===== config.mk =====
export PLATFORM = sky130hd
export DESIGN_NAME = cp0_unit
export DESIGN_NICKNAME = d
export VERILOG_FILES = /design/src/rtl/cp0_pkg.sv /design/src/rtl/cp0_timer.sv /design/src/rtl/cp0_unit.sv
export SDC_FILE = /design/constraint.sdc
export NUM_CORES = 1
export LEC_CHECK = 0
export ABC_AREA = 1
export BUFFER_PORTS_ARGS = -buffer_cell sky130_fd_sc_hd__buf_2
export CAP_MARGIN = 10
export CORE_UTILIZATION = 42
export DETAILED_ROUTE_END_ITERATION = 12
export PLACE_DENSITY_LB_ADDON = 0.2
export SLEW_MARGIN = 5
export SYNTH_ARGS = -nofsm -noshare
export SYNTH_HDL_FRONTEND = slang
export SYNTH_HIERARCHICAL = 1
export SYNTH_SLANG_ARGS = --single-unit

===== constraint.sdc =====
create_clock -name clk -period 1.5 [get_ports clk]
set_input_delay 0.15 -clock clk [delete_from_list [all_inputs] [get_ports clk]]
set_output_delay 0.15 -clock clk [all_outputs]
set_load 0.005 [all_outputs]

===== src/rtl/cp0_pkg.sv =====
// Shared CP0 definitions: register numbers, exception codes and Status/Cause bit positions.
package cp0_pkg;

    localparam logic [4:0] REG_BADVADDR = 5'd8;
    localparam logic [4:0] REG_COUNT    = 5'd9;
    localparam logic [4:0] REG_COMPARE  = 5'd11;
    localparam logic [4:0] REG_STATUS   = 5'd12;
    localparam logic [4:0] REG_CAUSE    = 5'd13;
    localparam logic [4:0] REG_EPC      = 5'd14;

    typedef enum logic [4:0] {
        EXC_INT  = 5'd0,
        EXC_ADEL = 5'd4,
        EXC_ADES = 5'd5,
        EXC_SYS  = 5'd8,
        EXC_BP   = 5'd9,
        EXC_RI   = 5'd10,
        EXC_OV   = 5'd12
    } exc_code_e;

    localparam int ST_IE     = 0;
    localparam int ST_EXL    = 1;
    localparam int ST_IM_LO  = 8;
    localparam int ST_BEV    = 22;

    localparam int CA_BD     = 31;
    localparam int CA_TI     = 30;
    localparam int CA_IP_LO  = 8;
    localparam int CA_EXC_LO = 2;

    // Status bits software may change: BEV, IM[7:0], EXL, IE
    localparam logic [31:0] STATUS_WR_MASK = 32'h0040_FF03;

endpackage


===== src/rtl/cp0_timer.sv =====
// Count/Compare timer: Count advances every second clock, TI is sticky until Compare is written.
module cp0_timer
    import cp0_pkg::*;
(
    input  logic        clk,
    input  logic        rst,
    input  logic        wr_en,
    input  logic [4:0]  wr_addr,
    input  logic [31:0] wr_data,
    output logic [31:0] count,
    output logic [31:0] compare,
    output logic        ti
);

    logic        tick;
    logic        count_wr;
    logic        compare_wr;
    logic [31:0] count_inc;

    assign count_wr   = wr_en && (wr_addr == REG_COUNT);
    assign compare_wr = wr_en && (wr_addr == REG_COMPARE);
    assign count_inc  = count + 32'd1;

    always_ff @(posedge clk) begin
        if (rst) begin
            count   <= '0;
            compare <= '0;
            tick    <= 1'b0;
            ti      <= 1'b0;
        end else begin
            if (count_wr) begin
                count <= wr_data;
                tick  <= 1'b0;
            end else begin
                tick <= ~tick;
                if (tick)
                    count <= count_inc;
            end

            // A Compare write acknowledges the timer and wins over a same-edge match
            if (compare_wr) begin
                compare <= wr_data;
                ti      <= 1'b0;
            end else if (tick && !count_wr && (count_inc == compare) && (compare != 32'd0)) begin
                ti <= 1'b1;
            end
        end
    end

endmodule


===== src/rtl/cp0_unit.sv =====
// Coprocessor 0: exception/interrupt arbitration, flush/redirect, CP0 register file.
// Optional timer (Count/Compare/TI) is built when CP0_TIMER_EN is defined.
module cp0_unit
    import cp0_pkg::*;
#(
    parameter int          NUM_HW_INT = 6,
    parameter logic [31:0] EXC_VECTOR = 32'hBFC0_0380,
    parameter logic [31:0] STATUS_RST = 32'h0040_FF00
) (
    input  logic                  clk,
    input  logic                  rst,
    input  logic [4:0]            rd_addr_i,
    output logic [31:0]           rd_data_o,
    input  logic                  wr_en_i,
    input  logic [4:0]            wr_addr_i,
    input  logic [31:0]           wr_data_i,
    input  logic [NUM_HW_INT-1:0] hw_int_i,
    input  logic                  inst_valid_i,
    input  logic [31:0]           pc_i,
    input  logic                  delayslot_i,
    input  logic [31:0]           badvaddr_i,
    input  logic                  adel_if_i,
    input  logic                  ri_i,
    input  logic                  ov_i,
    input  logic                  sys_i,
    input  logic                  bp_i,
    input  logic                  adel_i,
    input  logic                  ades_i,
    input  logic                  eret_i,
    output logic                  flush_o,
    output logic [31:0]           new_pc_o,
    output logic                  int_pending_o,
    output logic [31:0]           status_o,
    output logic [31:0]           cause_o,
    output logic [31:0]           epc_o
);

    logic [31:0] status_q;
    logic [31:0] epc_q;
    logic [31:0] badvaddr_q;
    logic        bd_q;
    exc_code_e   exccode_q;
    logic [1:0]  ip_sw_q;
    logic [5:0]  ip_hw_q;

    logic [31:0] count;
    logic [31:0] compare;
    logic        ti;

    logic [5:0]  hw_ext;
    logic [7:0]  ip;
    logic        int_take;
    logic        exc_take;
    exc_code_e   exc_code;
    logic        exc_badaddr;
    logic        wr_ok;

    always_comb begin
        hw_ext = '0;
        hw_ext[NUM_HW_INT-1:0] = hw_int_i;
    end

    assign ip            = {ip_hw_q[5] | ti, ip_hw_q[4:0], ip_sw_q};
    assign int_pending_o = status_q[ST_IE] & ~status_q[ST_EXL] & (|(ip & status_q[ST_IM_LO +: 8]));
    assign int_take      = int_pending_o & inst_valid_i;

    always_comb begin
        exc_take    = 1'b1;
        exc_code    = EXC_INT;
        exc_badaddr = 1'b0;
        if (int_take) begin
            exc_code = EXC_INT;
        end else if (adel_if_i) begin
            exc_code    = EXC_ADEL;
            exc_badaddr = 1'b1;
        end else if (ri_i) begin
            exc_code = EXC_RI;
        end else if (ov_i) begin
            exc_code = EXC_OV;
        end else if (sys_i) begin
            exc_code = EXC_SYS;
        end else if (bp_i) begin
            exc_code = EXC_BP;
        end else if (adel_i) begin
            exc_code    = EXC_ADEL;
            exc_badaddr = 1'b1;
        end else if (ades_i) begin
            exc_code    = EXC_ADES;
            exc_badaddr = 1'b1;
        end else begin
            exc_take = 1'b0;
        end
    end

    assign flush_o  = exc_take | eret_i;
    assign new_pc_o = exc_take ? EXC_VECTOR : (eret_i ? epc_q : 32'd0);
    // An mtc0 that coincides with an exception or ERET never commits
    assign wr_ok    = wr_en_i & ~exc_take & ~eret_i;

    always_ff @(posedge clk) begin
        if (rst) begin
            status_q   <= STATUS_RST;
            epc_q      <= '0;
            badvaddr_q <= '0;
            bd_q       <= 1'b0;
            exccode_q  <= EXC_INT;
            ip_sw_q    <= '0;
            ip_hw_q    <= '0;
        end else begin
            ip_hw_q <= hw_ext;
            if (exc_take) begin
                exccode_q <= exc_code;
                if (!status_q[ST_EXL]) begin
                    epc_q            <= delayslot_i ? (pc_i - 32'd4) : pc_i;
                    bd_q             <= delayslot_i;
                    status_q[ST_EXL] <= 1'b1;
                end
                if (exc_badaddr)
                    badvaddr_q <= badvaddr_i;
            end else if (eret_i) begin
                status_q[ST_EXL] <= 1'b0;
            end else if (wr_en_i) begin
                case (wr_addr_i)
                    REG_STATUS: status_q <= (status_q & ~STATUS_WR_MASK) | (wr_data_i & STATUS_WR_MASK);
                    REG_CAUSE:  ip_sw_q  <= wr_data_i[9:8];
                    REG_EPC:    epc_q    <= wr_data_i;
                    default:    ;
                endcase
            end
        end
    end

`ifdef CP0_TIMER_EN
    cp0_timer u_timer (
        .clk     (clk),
        .rst     (rst),
        .wr_en   (wr_ok),
        .wr_addr (wr_addr_i),
        .wr_data (wr_data_i),
        .count   (count),
        .compare (compare),
        .ti      (ti)
    );
`else
    assign count   = 32'd0;
    assign compare = 32'd0;
    assign ti      = 1'b0;
`endif

    assign status_o = status_q;
    assign cause_o  = {bd_q, ti, 14'd0, ip, 1'b0, exccode_q, 2'b00};
    assign epc_o    = epc_q;

    always_comb begin
        rd_data_o = 32'd0;
        case (rd_addr_i)
            REG_BADVADDR: rd_data_o = badvaddr_q;
            REG_COUNT:    rd_data_o = count;
            REG_COMPARE:  rd_data_o = compare;
            REG_STATUS:   rd_data_o = status_q;
            REG_CAUSE:    rd_data_o = cause_o;
            REG_EPC:      rd_data_o = epc_q;
            default:      rd_data_o = 32'd0;
        endcase
    end

endmodule

==> flow_summary.yaml <==
status:
  status: "complete, but fails checks"
  violations: "negative setup slack"
timing:
  final_hold_viol_count: 0
  period_needed_ns: 1.89
  maxSlewViolCount: 0
  setup_ws_ns: -0.388
  fmax_mhz: 530
  skew_ns: 0.00572
  rsz0062_at_grt: "yes"
  setup_viol: 83
  setup_tns_ns: -23.82
  period_share_pct: 126
global_routing:
  antenna_found_initial: 0
  overflow: 0
  grt_usage_pct: 30.9
  grt_first_pass_wirelength_um: 33300
  grt_start_max_net_pins: 39
  grt_pass1_vias: 6308
floorplanning:
  dieArea_um2: 13800
  floorplan.initialDensity_pct: 43.7
  core_um2: 12800
  die_y_um: 117
  io_pins: 287
  num_rows: 41
  die_x_um: 117
logic_synthesis:
  yosysWarnings: 6
  synth_flop_cell: "dfxtp_1"
  synth_cells: 894
  syn_area_per_cell_um2: 6.25
  netlist_area_um2: 5580
  synth_top_area_share_pct: 31.5
  synthDistinctLibCells: 44
  synth_seq_cells: 88
  yosys-top-cells-area: "dfxtp_1 (32%), nand2_1 (13%), nor2_1 (11%), o21ai_0 (9.6%), inv_1 (6.3%)"
  synth_edf_count: 0
  async_flop_share_pct: 0
  seq_area_frac_synth_pct: 31.5
  yosysTopAreaCell: "dfxtp_1"
worst_setup_path:
  timing_worst_setup_path_type: "flip-flop to flip-flop"
  worstSetupEndpointType: "flip-flop"
  cp-start-kind: "flip-flop"
  crit_buf_inv: 4
  critPathTopFamily: "simple AND/OR/NAND/NOR gates"
  slowest_delay_ns: 0.33
  cpMostUsedCell: "nand2_2"
  cp.required_ns: 1.73
  path_cells: "nand2_2, nand2_2, nor2_4, nand2_2, nand3_4, buf_4, buf_6, nand3_4, nand2_8, clkinv_8, clkbuf_16, nor2_2, nor2_1"
  worstPathMaxFanout: 5
  crit_slowest_cell: "dfxtp_2"
  crit_arrival_ns: 2.12
cells_and_area:
  fill_cells: 1129
  final_cell_mix: "buf_2 (246), nand2_1 (157), nor2_1 (141)"
  final_common_cell: "buf_2"
  drive_above_1_share_pct: 43.1
  area_delta_synth_final_pct: 59.6
  fin_nets: 1346
  n_antenna_cell: 0
cts:
  holdBufCountCts: 0
  clkTransAtPathRegs_ns: 0.06
  cts_max_level: 3
  cts_buffers: 9
  cts_tree: "built"
  cts_buffer_depth: 2
  insertion_delay_ns: 0.34
  root_buffer: "clkbuf_16"
  clock_sinks: 88
drt:
  dr.pass1.iters: 5
  routed_via_density: 5.09
  drcViolationCount: 0
  drtIter0Drc: 686
  ant_nets: 0
  wl_per_cell_um: 16.7
  num_vias: 7104
  drt_wl_total_um: 23400
place:
  pre_cts_ws_ns: -0.135
  place.gp.congestion: 0.927
  portBuffers: 246
  hpwl_um: 16600
pwr:
  ir_worst_vdd_v: 0.000661
  powerDensity_nw_per_um2: 733
  finalPower_w: 0.00653
  p_leak_nw: 4.43
job:
  cap_viol_max_count: 0
hold_path:
  hold_path.class: "input port to flip-flop"
-- worst register-to-register path, cell delays in order (launching register included) --
cell and delay [ns]:
dfxtp_2 0.33, nand2_2 0.07, nand2_2 0.08, nor2_4 0.12
nand2_2 0.07, nand3_4 0.08, buf_4 0.15, buf_6 0.11
nand3_4 0.14, nand2_8 0.19, clkinv_8 0.10, clkbuf_16 0.17
nor2_2 0.11, nor2_1 0.05
-- state kept, by name, summed over array words and instances (netlist names) --
| signal | cells |
|---|---|
| bd_q | 1 |
| epc_o | 32 |
| ip_hw_q | 6 |
| ip_sw_q | 2 |
| exccode_q | 4 |
| badvaddr_q | 32 |
| status_o | 11 |
-- path summary, 6_finish.rpt --
| path | from | end | slack, ns | cells past startpoint |
|---|---|---|---|---|
| max | status_o[8] | epc_o[23] | -0.39 | 13 |
| min | hw_int_i[0] | ip_hw_q[0] | 0.01 | 3 |
| max reg2reg | status_o[8] | epc_o[23] | -0.39 | 13 |
| min reg2reg | badvaddr_q[9] | badvaddr_q[9] | 0.47 | 2 |
-- cell type report --
| type | count | area (um2) | share of cell area [%] |
|---|---|---|---|
| Tap cell | 172 | 215 | 2.41 |
| Timing Repair Buffer | 355 | 2420 | 27.2 |
| Multi-Input combinational cell | 667 | 3740 | 41.9 |
| Sequential cell | 88 | 1780 | 19.9 |
| Clock inverter | 6 | 115 | 1.29 |
| Inverter | 99 | 405 | 4.55 |
| Clock buffer | 10 | 239 | 2.68 |
-- Yosys cell counts, types with 5 or more instances --
cell type	n
nand2_1	195
nand4_1	11
o2111ai_1	7
nor2_1	169
a21oi_1	29
xnor2_1	5
buf_2	14
clkbuf_1	20
o21ai_0	107
o211ai_1	5
dfxtp_1	88
xor2_1	5
nand3_1	43
buf_4	42
inv_1	94
nor3_1	8
-- repair_timing --
| action | CTS | global route |
|---|---|---|
| resized for setup | 76 | 189 |
| setup buffers | 6 | 5 |
| cloned | 3 | 9 |
| pin swaps | 7 | 36 |
| endpoints found under the setup margin | 79 | 122 |
-- cell families (layout without fill, tap and decap cells) --
logic type	count (synthesis)	in the layout	synth area share (%)
buffers and inverters	179	470	15.4
and+or+nand+nor	454	455	35.1
adders and majority gates	1	1	0.224
other	1	40	0.0672
xor gates and xnor gates	10	10	1.57
DFF	88	88	31.5
AOI/OAI and AO/OA	161	161	16.0
-- report_power, final --
part / switching, W / total [W] / internal (W)
combinational: 0.000731 / 0.00128 / 0.000549
clock: 0.000975 / 0.00266 / 0.00168
sequential: 0.000117 / 0.00260 / 0.00248
total: 0.00182 / 0.00653 / 0.00471
-- through the flow --
| stage | utilization, % | hold WS [ns] | instance area, um2 | instances |
|---|---|---|---|---|
| finish | 69.8 | 0.0110 | 8910 | 1397 |
| CTS | 63.3 | 0.00705 | 8080 | 1386 |
| floorplan | - | 0.257 | 5730 | 933 |
| detailed placement | 58.5 | 0.355 | 7470 | 1361 |
| global route | 69.8 | 0.0198 | 8910 | 1397 |
| global placement | 58.5 | 0.355 | 7470 | 1361 |
-- layer usage --
metal  vias to the layer above  share of wire (%)  track usage (%)
met5                         -                  0                0
met4                         0                3.3             10.4
met3                        56                7.4             4.82
met2                       377                 49             53.6
met1                      3226                 41             38.6
li1                       3445                  -                -
No activity file was read; power rests on OpenSTA's default activity.
